`config.mk`:
```
export PLATFORM = sky130hd
export DESIGN_NAME = traffic_phase_controller
export DESIGN_NICKNAME = d
export VERILOG_FILES = /design/src/rtl/traffic_pkg.sv /design/src/rtl/traffic_phase_controller_timer.sv /design/src/rtl/traffic_phase_controller.sv
export SDC_FILE = /design/constraint.sdc
export NUM_CORES = 1
export LEC_CHECK = 0
export CORE_MARGIN = 4
export CORE_UTILIZATION = 53
export CTS_CLUSTER_SIZE = 16
export DETAILED_ROUTE_END_ITERATION = 8
export HOLD_SLACK_MARGIN = 0.08
export PLACE_DENSITY_LB_ADDON = 0.3
export SYNTH_ARGS = -nofsm -noshare
export SYNTH_HDL_FRONTEND = slang
export SYNTH_HIERARCHICAL = 1
export SYNTH_SLANG_ARGS = --single-unit
```
`constraint.sdc`:
```
create_clock -name clk -period 2.85 [get_ports clk]
set_clock_uncertainty 0.05 [all_clocks]
set_input_delay 0.7125 -clock clk [delete_from_list [all_inputs] [get_ports clk]]
set_output_delay 0.7125 -clock clk [all_outputs]
set_load 0.1 [all_outputs]
```
`src/rtl/traffic_pkg.sv`:
```
// Shared types for the traffic phase controller: FSM states, lamp encodings
// and the round-robin approach selector. ST_PED exists only with TRAFFIC_PED_EN.
package traffic_pkg;

  typedef enum logic [1:0] {
    ST_ALL_RED = 2'd0,
    ST_GREEN   = 2'd1,
`ifdef TRAFFIC_PED_EN
    ST_YELLOW  = 2'd2,
    ST_PED     = 2'd3
`else
    ST_YELLOW  = 2'd2
`endif
  } state_e;

  localparam logic [2:0] LT_RED = 3'b100;
  localparam logic [2:0] LT_YEL = 3'b010;
  localparam logic [2:0] LT_GRN = 3'b001;

  // First requesting approach at or after start (wrapping over n approaches);
  // with no request at all the start position itself is returned.
  function automatic logic [1:0] rr_next(input logic [3:0] req,
                                         input logic [1:0] start,
                                         input logic [2:0] n);
    logic [1:0] pick;
    logic       found;
    logic [2:0] idx;
    pick  = start;
    found = 1'b0;
    for (int i = 0; i < 4; i++) begin
      idx = {1'b0, start} + 3'(i);
      idx = (idx >= n) ? (idx - n) : idx;
      if (!found && (3'(i) < n) && req[idx[1:0]]) begin
        pick  = idx[1:0];
        found = 1'b1;
      end else begin
        pick  = pick;
        found = found;
      end
    end
    return pick;
  endfunction

endpackage

```
`src/rtl/traffic_phase_controller_timer.sv`:
```
// Loadable TW-bit down-counter that parks at zero; zero marks the last cycle
// of the current duration.
module phase_timer #(
  parameter int            TW      = 8,
  parameter logic [TW-1:0] RST_VAL = '0
) (
  input  logic          clk,
  input  logic          reset_n,
  input  logic          load,
  input  logic [TW-1:0] value,
  output logic          zero
);

  logic [TW-1:0] count_q;
  logic [TW-1:0] count_d;

  // Next count: load wins, otherwise count down and hold at zero.
  always_comb begin
    count_d = count_q;
    if (load) begin
      count_d = value;
    end else if (count_q != '0) begin
      count_d = count_q - 1'b1;
    end else begin
      count_d = count_q;
    end
  end

  // Counter register.
  always_ff @(posedge clk or negedge reset_n) begin
    if (!reset_n) begin
      count_q <= RST_VAL;
    end else begin
      count_q <= count_d;
    end
  end

  assign zero = (count_q == '0);

endmodule

```
`src/rtl/traffic_phase_controller.sv`:
```
// N-approach round-robin signal controller with demand skipping and bounded
// green extension. Define TRAFFIC_PED_EN to add the pedestrian walk phase.
module traffic_phase_controller
  import traffic_pkg::*;
#(
  parameter int N_DIR       = 2,
  parameter int TW          = 8,
  parameter int T_GREEN     = 8,
  parameter int T_GREEN_EXT = 4,
  parameter int MAX_EXT     = 2,
  parameter int T_YELLOW    = 3,
  parameter int T_ALLRED    = 2,
  parameter int T_WALK      = 6,
  localparam int PW         = $clog2(N_DIR)
) (
  input  logic               clk,
  input  logic               reset_n,
  input  logic [N_DIR-1:0]   req,
  input  logic [N_DIR-1:0]   high,
`ifdef TRAFFIC_PED_EN
  input  logic               ped_req,
  output logic               walk,
`endif
  output logic [3*N_DIR-1:0] light,
  output logic [PW-1:0]      phase,
  output logic               ext_active
);

  localparam int EW = (MAX_EXT < 1) ? 1 : $clog2(MAX_EXT + 1);

  if (N_DIR < 2 || N_DIR > 4) begin : g_bad_ndir
    $error("traffic_phase_controller: N_DIR must be 2..4");
  end
  if (T_GREEN < 1 || T_GREEN_EXT < 1 || T_YELLOW < 1 || T_ALLRED < 1 || T_WALK < 1) begin : g_bad_dur
    $error("traffic_phase_controller: every duration must be at least 1");
  end
  if (MAX_EXT < 0) begin : g_bad_ext
    $error("traffic_phase_controller: MAX_EXT must be non-negative");
  end
  if (T_GREEN > 2**TW || T_GREEN_EXT > 2**TW || T_YELLOW > 2**TW ||
      T_ALLRED > 2**TW || T_WALK > 2**TW) begin : g_bad_tw
    $error("traffic_phase_controller: a duration does not fit the timer width");
  end

  state_e             state_q, state_d;
  logic [PW-1:0]      phase_q, phase_d;
  logic [EW-1:0]      ext_cnt_q, ext_cnt_d;
  logic               ext_q, ext_d;
  logic               first_q, first_d;
  logic [3*N_DIR-1:0] light_q, light_d;
  logic               t_load;
  logic [TW-1:0]      t_value;
  logic               t_zero;
  logic [3:0]         req_ext;
  logic [1:0]         rr_start;
  logic [1:0]         rr_pick;
`ifdef TRAFFIC_PED_EN
  logic               ped_q, ped_d;
  logic               walk_q, walk_d;
`endif

  phase_timer #(
    .TW      (TW),
    .RST_VAL (TW'(T_ALLRED - 1))
  ) u_timer (
    .clk     (clk),
    .reset_n (reset_n),
    .load    (t_load),
    .value   (t_value),
    .zero    (t_zero)
  );

  // Round-robin candidate: search from phase+1, or from 0 before the first green.
  always_comb begin
    req_ext             = '0;
    req_ext[N_DIR-1:0]  = req;
    if (first_q) begin
      rr_start = 2'd0;
    end else if (2'(phase_q) == 2'(N_DIR - 1)) begin
      rr_start = 2'd0;
    end else begin
      rr_start = 2'(phase_q) + 2'd1;
    end
    rr_pick = rr_next(req_ext, rr_start, 3'(N_DIR));
  end

  // Next-state, timer control and registered-output preparation.
  always_comb begin
    state_d   = state_q;
    phase_d   = phase_q;
    ext_cnt_d = ext_cnt_q;
    ext_d     = ext_q;
    first_d   = first_q;
    t_load    = 1'b0;
    t_value   = '0;
`ifdef TRAFFIC_PED_EN
    ped_d     = ped_q | ped_req;
`endif
    case (state_q)
      ST_ALL_RED: begin
        if (t_zero) begin
          state_d   = ST_GREEN;
          phase_d   = PW'(rr_pick);
          ext_cnt_d = '0;
          ext_d     = 1'b0;
          first_d   = 1'b0;
          t_load    = 1'b1;
          t_value   = TW'(T_GREEN - 1);
        end else begin
          state_d   = ST_ALL_RED;
        end
      end
      ST_GREEN: begin
        if (t_zero && high[phase_q] && (ext_cnt_q < EW'(MAX_EXT))) begin
          ext_cnt_d = ext_cnt_q + 1'b1;
          ext_d     = 1'b1;
          t_load    = 1'b1;
          t_value   = TW'(T_GREEN_EXT - 1);
        end else if (t_zero) begin
          state_d   = ST_YELLOW;
          ext_d     = 1'b0;
          t_load    = 1'b1;
          t_value   = TW'(T_YELLOW - 1);
        end else begin
          state_d   = ST_GREEN;
        end
      end
      ST_YELLOW: begin
`ifdef TRAFFIC_PED_EN
        if (t_zero && ped_q) begin
          state_d = ST_PED;
          ped_d   = 1'b0;
          t_load  = 1'b1;
          t_value = TW'(T_WALK - 1);
        end else if (t_zero) begin
`else
        if (t_zero) begin
`endif
          state_d = ST_ALL_RED;
          t_load  = 1'b1;
          t_value = TW'(T_ALLRED - 1);
        end else begin
          state_d = ST_YELLOW;
        end
      end
`ifdef TRAFFIC_PED_EN
      ST_PED: begin
        if (t_zero) begin
          state_d = ST_ALL_RED;
          t_load  = 1'b1;
          t_value = TW'(T_ALLRED - 1);
        end else begin
          state_d = ST_PED;
        end
      end
`endif
      default: begin
        state_d = ST_ALL_RED;
        ext_d   = 1'b0;
        t_load  = 1'b1;
        t_value = TW'(T_ALLRED - 1);
      end
    endcase

    // Lamps follow the state being entered so they change together with it.
    light_d = '0;
    for (int d = 0; d < N_DIR; d++) begin
      if (state_d == ST_GREEN && phase_d == PW'(d)) begin
        light_d[3*d +: 3] = LT_GRN;
      end else if (state_d == ST_YELLOW && phase_d == PW'(d)) begin
        light_d[3*d +: 3] = LT_YEL;
      end else begin
        light_d[3*d +: 3] = LT_RED;
      end
    end
`ifdef TRAFFIC_PED_EN
    walk_d = (state_d == ST_PED);
`endif
  end

  // State and output registers.
  always_ff @(posedge clk or negedge reset_n) begin
    if (!reset_n) begin
      state_q   <= ST_ALL_RED;
      phase_q   <= '0;
      ext_cnt_q <= '0;
      ext_q     <= 1'b0;
      first_q   <= 1'b1;
      light_q   <= {N_DIR{LT_RED}};
`ifdef TRAFFIC_PED_EN
      ped_q     <= 1'b0;
      walk_q    <= 1'b0;
`endif
    end else begin
      state_q   <= state_d;
      phase_q   <= phase_d;
      ext_cnt_q <= ext_cnt_d;
      ext_q     <= ext_d;
      first_q   <= first_d;
      light_q   <= light_d;
`ifdef TRAFFIC_PED_EN
      ped_q     <= ped_d;
      walk_q    <= walk_d;
`endif
    end
  end

  assign light      = light_q;
  assign phase      = phase_q;
  assign ext_active = ext_q;
`ifdef TRAFFIC_PED_EN
  assign walk       = walk_q;
`endif

endmodule

```
---- Word level (Yosys, flattened, before mapping) ----
Cells that the tools add are included.
cells by class
  add/sub/neg operators ................... 6
  magnitude comparators ................... 6
  equal/unequal tests ..................... 6
  mux-type cells .......................... 40
  bitwise operators ....................... 1
  reductions and logical operators ........ 16
operators by type and width
  operator                                                                              count
  8-bit case mux with 3 select lines                                                    1
  2-bit two-way mux                                                                     11
  8-bit two-way mux                                                                     2
  1-bit two-way mux                                                                     15
  3-bit two-way mux                                                                     5
  8-bit logical NOT                                                                     1
  8-bit nonzero test                                                                    1
  8-bit by 1-bit subtractor with 8-bit output (second input constant)                   1
  1-bit logical AND                                                                     7
  2-bit by 3-bit less-than comparator with 1-bit output (second input constant)         2
  2-bit case mux with 3 select lines                                                    1
  1-bit binary-select mux with 2-bit select                                             2
  2-bit by 1-bit equality test with 1-bit output (second input constant)                2
  2-bit equality test (second input constant)                                           2
  2-bit != test (second input constant)                                                 2
  2-bit case mux with 2 select lines                                                    1
  2-bit nonzero test                                                                    2
  2-bit subtractor (second input constant)                                              2
  2-bit by 1-bit adder with 3-bit output (second input constant)                        1
  3-bit by 2-bit greater-or-equal comparator with 1-bit output (second input constant)  1
  1-bit case mux with 3 select lines                                                    1
  3-bit AND reduction                                                                   1
  1-bit by 1-bit adder with 2-bit output (second input constant)                        1
  2-bit by 1-bit adder with 2-bit output (second input constant)                        1
  other kinds (9)                                                                       9
word-level totals
  flip-flop bits (word level) ............. 21
  input bits .............................. 6
  output and inout bits ................... 8
  word-level logic and storage cells ...... 82

---- Longest topological paths before layout ----
Gate-level depths: netlist of the first run.
  depth after elaboration ................. 17
  mapped depth ............................ 10

---- Hierarchy ----
Netlist of the first run, hierarchy kept.
by module, submodules not included
  module                    times used  cells each  area an instance (µm²)
  traffic_phase_controller  1           68          654.4
  phase_timer               1           54          478.0

---- Least setup slack after synthesis of the first run ----
OpenSTA, ideal clock, no wires.
  path type ............................... register to register
  start ................................... reg u_timer.count_q[1]
  end ..................................... reg ext_cnt_q[0]
  data arrival time ....................... 2.306 ns
  required time ........................... 2.731 ns
  slack ................................... 0.425 ns
  stages on the path, launching flop included .. 10
  path through ............................ dfrtp_1 > inv_1 > ha_1 > or3b_1 > clkbuf_2 > nor2_1 > or3b_1 > buf_2 > or4_1 > nand3_1
between the ends
  word-level cells in the longest chain between the ends .. 5
RTL lines
  item                             RTL line                              source
  from (decl)                      traffic_phase_controller_timer.sv:14  logic [TW-1:0] count_q;
  from (signal assigned)           traffic_phase_controller_timer.sv:34  count_q <= count_d;
  8-bit logical NOT *              traffic_phase_controller_timer.sv:38  assign zero = (count_q == '0);
  net t_zero                       traffic_phase_controller.sv:53        logic t_zero;
  1-bit logical AND (2 in a row)   traffic_phase_controller.sv:114       if (t_zero && high[phase_q] && (ext_cnt_q < EW'(MAX_EXT))) begin
  2-bit != test (no line)          n/a
  3-bit AND reduction (no line) *  n/a
  to (signal assigned)             traffic_phase_controller.sv:197       ext_cnt_q <= ext_cnt_d;
  to (decl)                        traffic_phase_controller.sv:47        logic [EW-1:0] ext_cnt_q, ext_cnt_d;
Mark *: on every way through the listed nets, which the timed path passes. The rest lies on a longest branch.
A chain may end at the register's enable or synchronous reset.

---- Worst setup path after layout of the first run ----
  start ................................... reg u_timer.count_q[1]
  end ..................................... reg u_timer.count_q[6]
between the ends
  word-level cells in the longest chain between the ends .. 6
RTL lines
  item                                                            RTL line                              source
  8-bit logical NOT *                                             traffic_phase_controller_timer.sv:38
  net t_zero                                                      traffic_phase_controller.sv:53
  1-bit logical AND (2 in a row)                                  traffic_phase_controller.sv:114
  1-bit two-way mux                                               traffic_phase_controller.sv:114
  1-bit case mux with 2 select lines *                            traffic_phase_controller.sv:99        case (state_q)
  net t_load                                                      traffic_phase_controller.sv:51        logic t_load;
  8-bit two-way mux / 2-bit nonzero test (equally long branches)  n/a
Mark *: on every way through the listed nets, which the timed path passes. The rest lies on a longest branch. The select of a mux whose other input is x is not followed.

==> results of run 1 <==
[cell usage in the layout, fill, tap and decap left out, drive strengths merged, types with 2 or more instances in the layout]
master and n:
o31a 2, dfstp 4, o21ai 7, nor2b 4, dfrtp 17, a31oi 5, inv 9, nor3b 2
or4 3, clkdlybuf4s50 5, o31ai 6, nor3 4, nand2 9, buf 11, conb 5, nand3 4
or3b 2, a32oi 2, nor2 9, and2 4, nor4 2, a21oi 3, clkbuf 4
[power by group through the flow]
stage	logic, mW	registers (mW)	clock network [mW]
global route	0.729	0.597	0.163
finish	0.675	0.577	0.144
global placement	0.662	0.569	0
detailed placement	0.667	0.576	0
floorplan	0.328	0.771	0
CTS	0.677	0.571	0.147
[kinds of logic (layout without fill, tap and decap cells)]
logic type	Yosys count	after routing
DFF	21	21
and+or+nand+nor	46	46
AOI/OAI and AO/OA	35	35
xor gates and xnor gates	1	1
adders and majority gates	1	1
muxes	1	1
other	1	5
buffers and inverters	16	29
[layout make-up]
cell class | instances | area (um2) | area share
Sequential cell | 21 | 531 | 0.408
Tap cell | 27 | 33.8 | 0.0260
Clock buffer | 4 | 26.3 | 0.0202
Inverter | 9 | 33.8 | 0.0260
Multi-Input combinational cell | 89 | 542 | 0.417
Timing Repair Buffer | 16 | 133 | 0.102
[worst max-delay path, cell delays in order (launching register included)]
cell and delay, ps:
dfrtp_1 430, inv_1 70, ha_1 200, or3b_1 490
nor2_1 260, buf_4 200, a21o_1 320, inv_1 180
o311ai_0 140, nand3_1 120
[through the flow]
stage | power, mW | hold slack, ps | utilization | cells
after floorplan | 1.10 | 367 | - | 126
after global placement | 1.23 | 441 | 0.636 | 162
after detailed placement | 1.24 | 444 | 0.636 | 162
after CTS | 1.40 | 461 | 0.649 | 166
after global routing | 1.49 | 478 | 0.649 | 166
final | 1.40 | 458 | 0.649 | 166
[final timing paths]
kind	to	slack (ps)	cells past startpoint
min in group asynchronous	light[0]$_DFF_PN0_	670	2
max in group asynchronous	u_timer/count_q[0]$_DFFE_PN1P_	1800	2
worst min register to register	first_q$_DFFE_PN1P_	460	1
worst max register to register	u_timer/count_q[6]$_DFFE_PN0P_	260	9
worst max-delay path	u_timer/count_q[6]$_DFFE_PN0P_	260	9
worst min-delay path	first_q$_DFFE_PN1P_	460	1
[state kept, by name, summed over array words and instances (netlist names)]
register and cells:
first_q 1, phase 1, light 6, state_q 2
ext_active 1, u_timer/count_q 8, ext_cnt_q 2
[per-layer routing]
layer / up-vias / share of wire / global-route usage
met5: - / 0 / 0
met4: 0 / 0.022 / 0.116
met3: 7 / 0.051 / 0.0354
met2: 40 / 0.48 / 0.301
met1: 464 / 0.45 / 0.274
li1: 478 / - / -
==> impl_metrics.py, run 1 <==
metrics = {
    "run_status": {
        "run_status": "completed",
    },
    "timing": {
        "finalHoldViolCount": 0,
        "fin_crit_sh": 0.909,
        "finalCriticalPeriod_ps": 2590,
        "max_slew_margin": 0.602,
        "worst_slew_pin_slew_ps": 591,
        "rsz0062_at_grt": "no",
        "finalSetupTns_ps": 0,
        "slew_viol_final": 0,
        "fmax_ghz": 0.386,
        "fin_ws_ps": 259,
        "setup_viol": 0,
    },
    "cts": {
        "cts_tree": "yes",
        "cts_resized": 0,
        "cts_hold_buf": 0,
        "clk_latency_ps": 310,
        "cts-root-buf": "clkbuf_4",
        "clockBufferDepth": 2,
        "clk_pin_slew_worst_paths_ps": 110,
        "post_cts_buffers": 0,
        "h-tree-depth": 1,
        "numCtsBuffers": 3,
        "clock_sink_count": 21,
    },
    "grt": {
        "antenna_found_initial": 0,
        "grt_max_degree": 22,
        "grt_pass1_wl_mm": 4.20,
        "grt_pass1_vias": 907,
        "grt_overflow_total": 0,
        "globalRouteTotalUtil": 0.202,
    },
    "power": {
        "power.share.clock": 0.103,
        "sw_frac_of_total": 0.506,
        "combPwrFrac": 0.484,
        "powerDensity_nw_per_um2": 1080,
        "p_int_mw": 0.689,
        "p_leak_nw": 0.558,
        "seq_power_share": 0.413,
        "switchingPower_mw": 0.707,
        "ir_worst_vdd_v": 0.000679,
    },
    "logic_synthesis": {
        "synth_compound_area_frac": 0.218,
        "synth_most_common_cell": "dfrtp_1",
        "synth_ff_type": "dfrtp_1",
        "ys_warn_count": 6,
        "synth-edff-count": 0,
        "synthArstFlopShare": 1.00,
        "ys_seq_area_frac": 0.469,
        "synth-seq-cells": 21,
        "ys_top_cells_by_area": "dfrtp_1 38%, dfstp_2 9.3%, o31ai_1 4.0%, o21ai_0 3.1%, inv_1 3.0%",
        "synth-xor-area-share": 0.00773,
        "synth_simple_gate_area_frac": 0.217,
        "synthAdderAreaFrac": 0.0110,
        "syn_avg_cell_area_um2": 9.28,
        "synth_top_family_by_area": "compound AO/OA/AOI/OAI gates",
        "synth.distinct_cells": 44,
        "synthCells": 122,
        "synthMuxAreaShare": 0.00884,
        "syn_area_um2": 1130,
        "synth_top_area_cell": "dfrtp_1",
        "synth_common_cells": "17 x dfrtp_1, 9 x inv_1, 9 x nand2_1, 9 x nor2_1, 7 x o21ai_0",
        "synth_top_area_frac": 0.376,
    },
    "floorplan": {
        "dieArea_um2": 2940,
        "row_count": 16,
        "boundaryPins": 14,
        "start_util": 0.566,
        "core_area_um2": 2000,
        "die_x_um": 54.2,
        "die_y_um": 54.2,
    },
    "route": {
        "route.detailed.wl_per_inst_um": 14.7,
        "drt-initial-drc-count": 28,
        "wl_mm": 2.44,
        "dr.pass1.iters": 4,
        "vias_per_cell": 5.96,
        "drcViolationCount": 0,
        "vias": 989,
        "ant_nets": 0,
    },
    "finish": {
        "antennaDiodeCount": 0,
        "final_area_um2": 1300,
        "fill_cells": 172,
        "fin_nets": 147,
        "syn2layout_area_growth_pct": 14.7,
        "drive_gt1_frac": 0.144,
    },
    "place": {
        "hpwl_mm": 1.72,
        "placed_area_um2": 1270,
        "gp_congestion": 0.930,
        "place_ws_ps": 347,
        "io_buffers": 13,
    },
    "critical_path": {
        "regToRegStartpoint": "u_timer/count_q[1]$_DFFE_PN0P_",
        "worstPathRequired_ps": 2980,
        "cp-startpoint": "u_timer/count_q[1]$_DFFE_PN0P_",
        "cp_max_fo": 13,
        "cp-end-kind": "flip-flop",
        "cp_data_arrival_time_ps": 2720,
        "setup.worst_path.class": "reg2reg",
        "startpoint_type": "flip-flop",
    },
    "flow_run": {
        "drv_cap": 0,
    },
    "hold_path": {
        "hold_path_class": "reg2reg",
        "hold_path.startpoint": "first_q$_DFFE_PN1P_",
    },
}
Power figures use the tool's default switching activity.
==> run 2: changes to the inputs <==
- SLEW_MARGIN: default -> 20
==> results of run 2 <==
The final DEF is identical to that of run 1; final timing and power are the same.
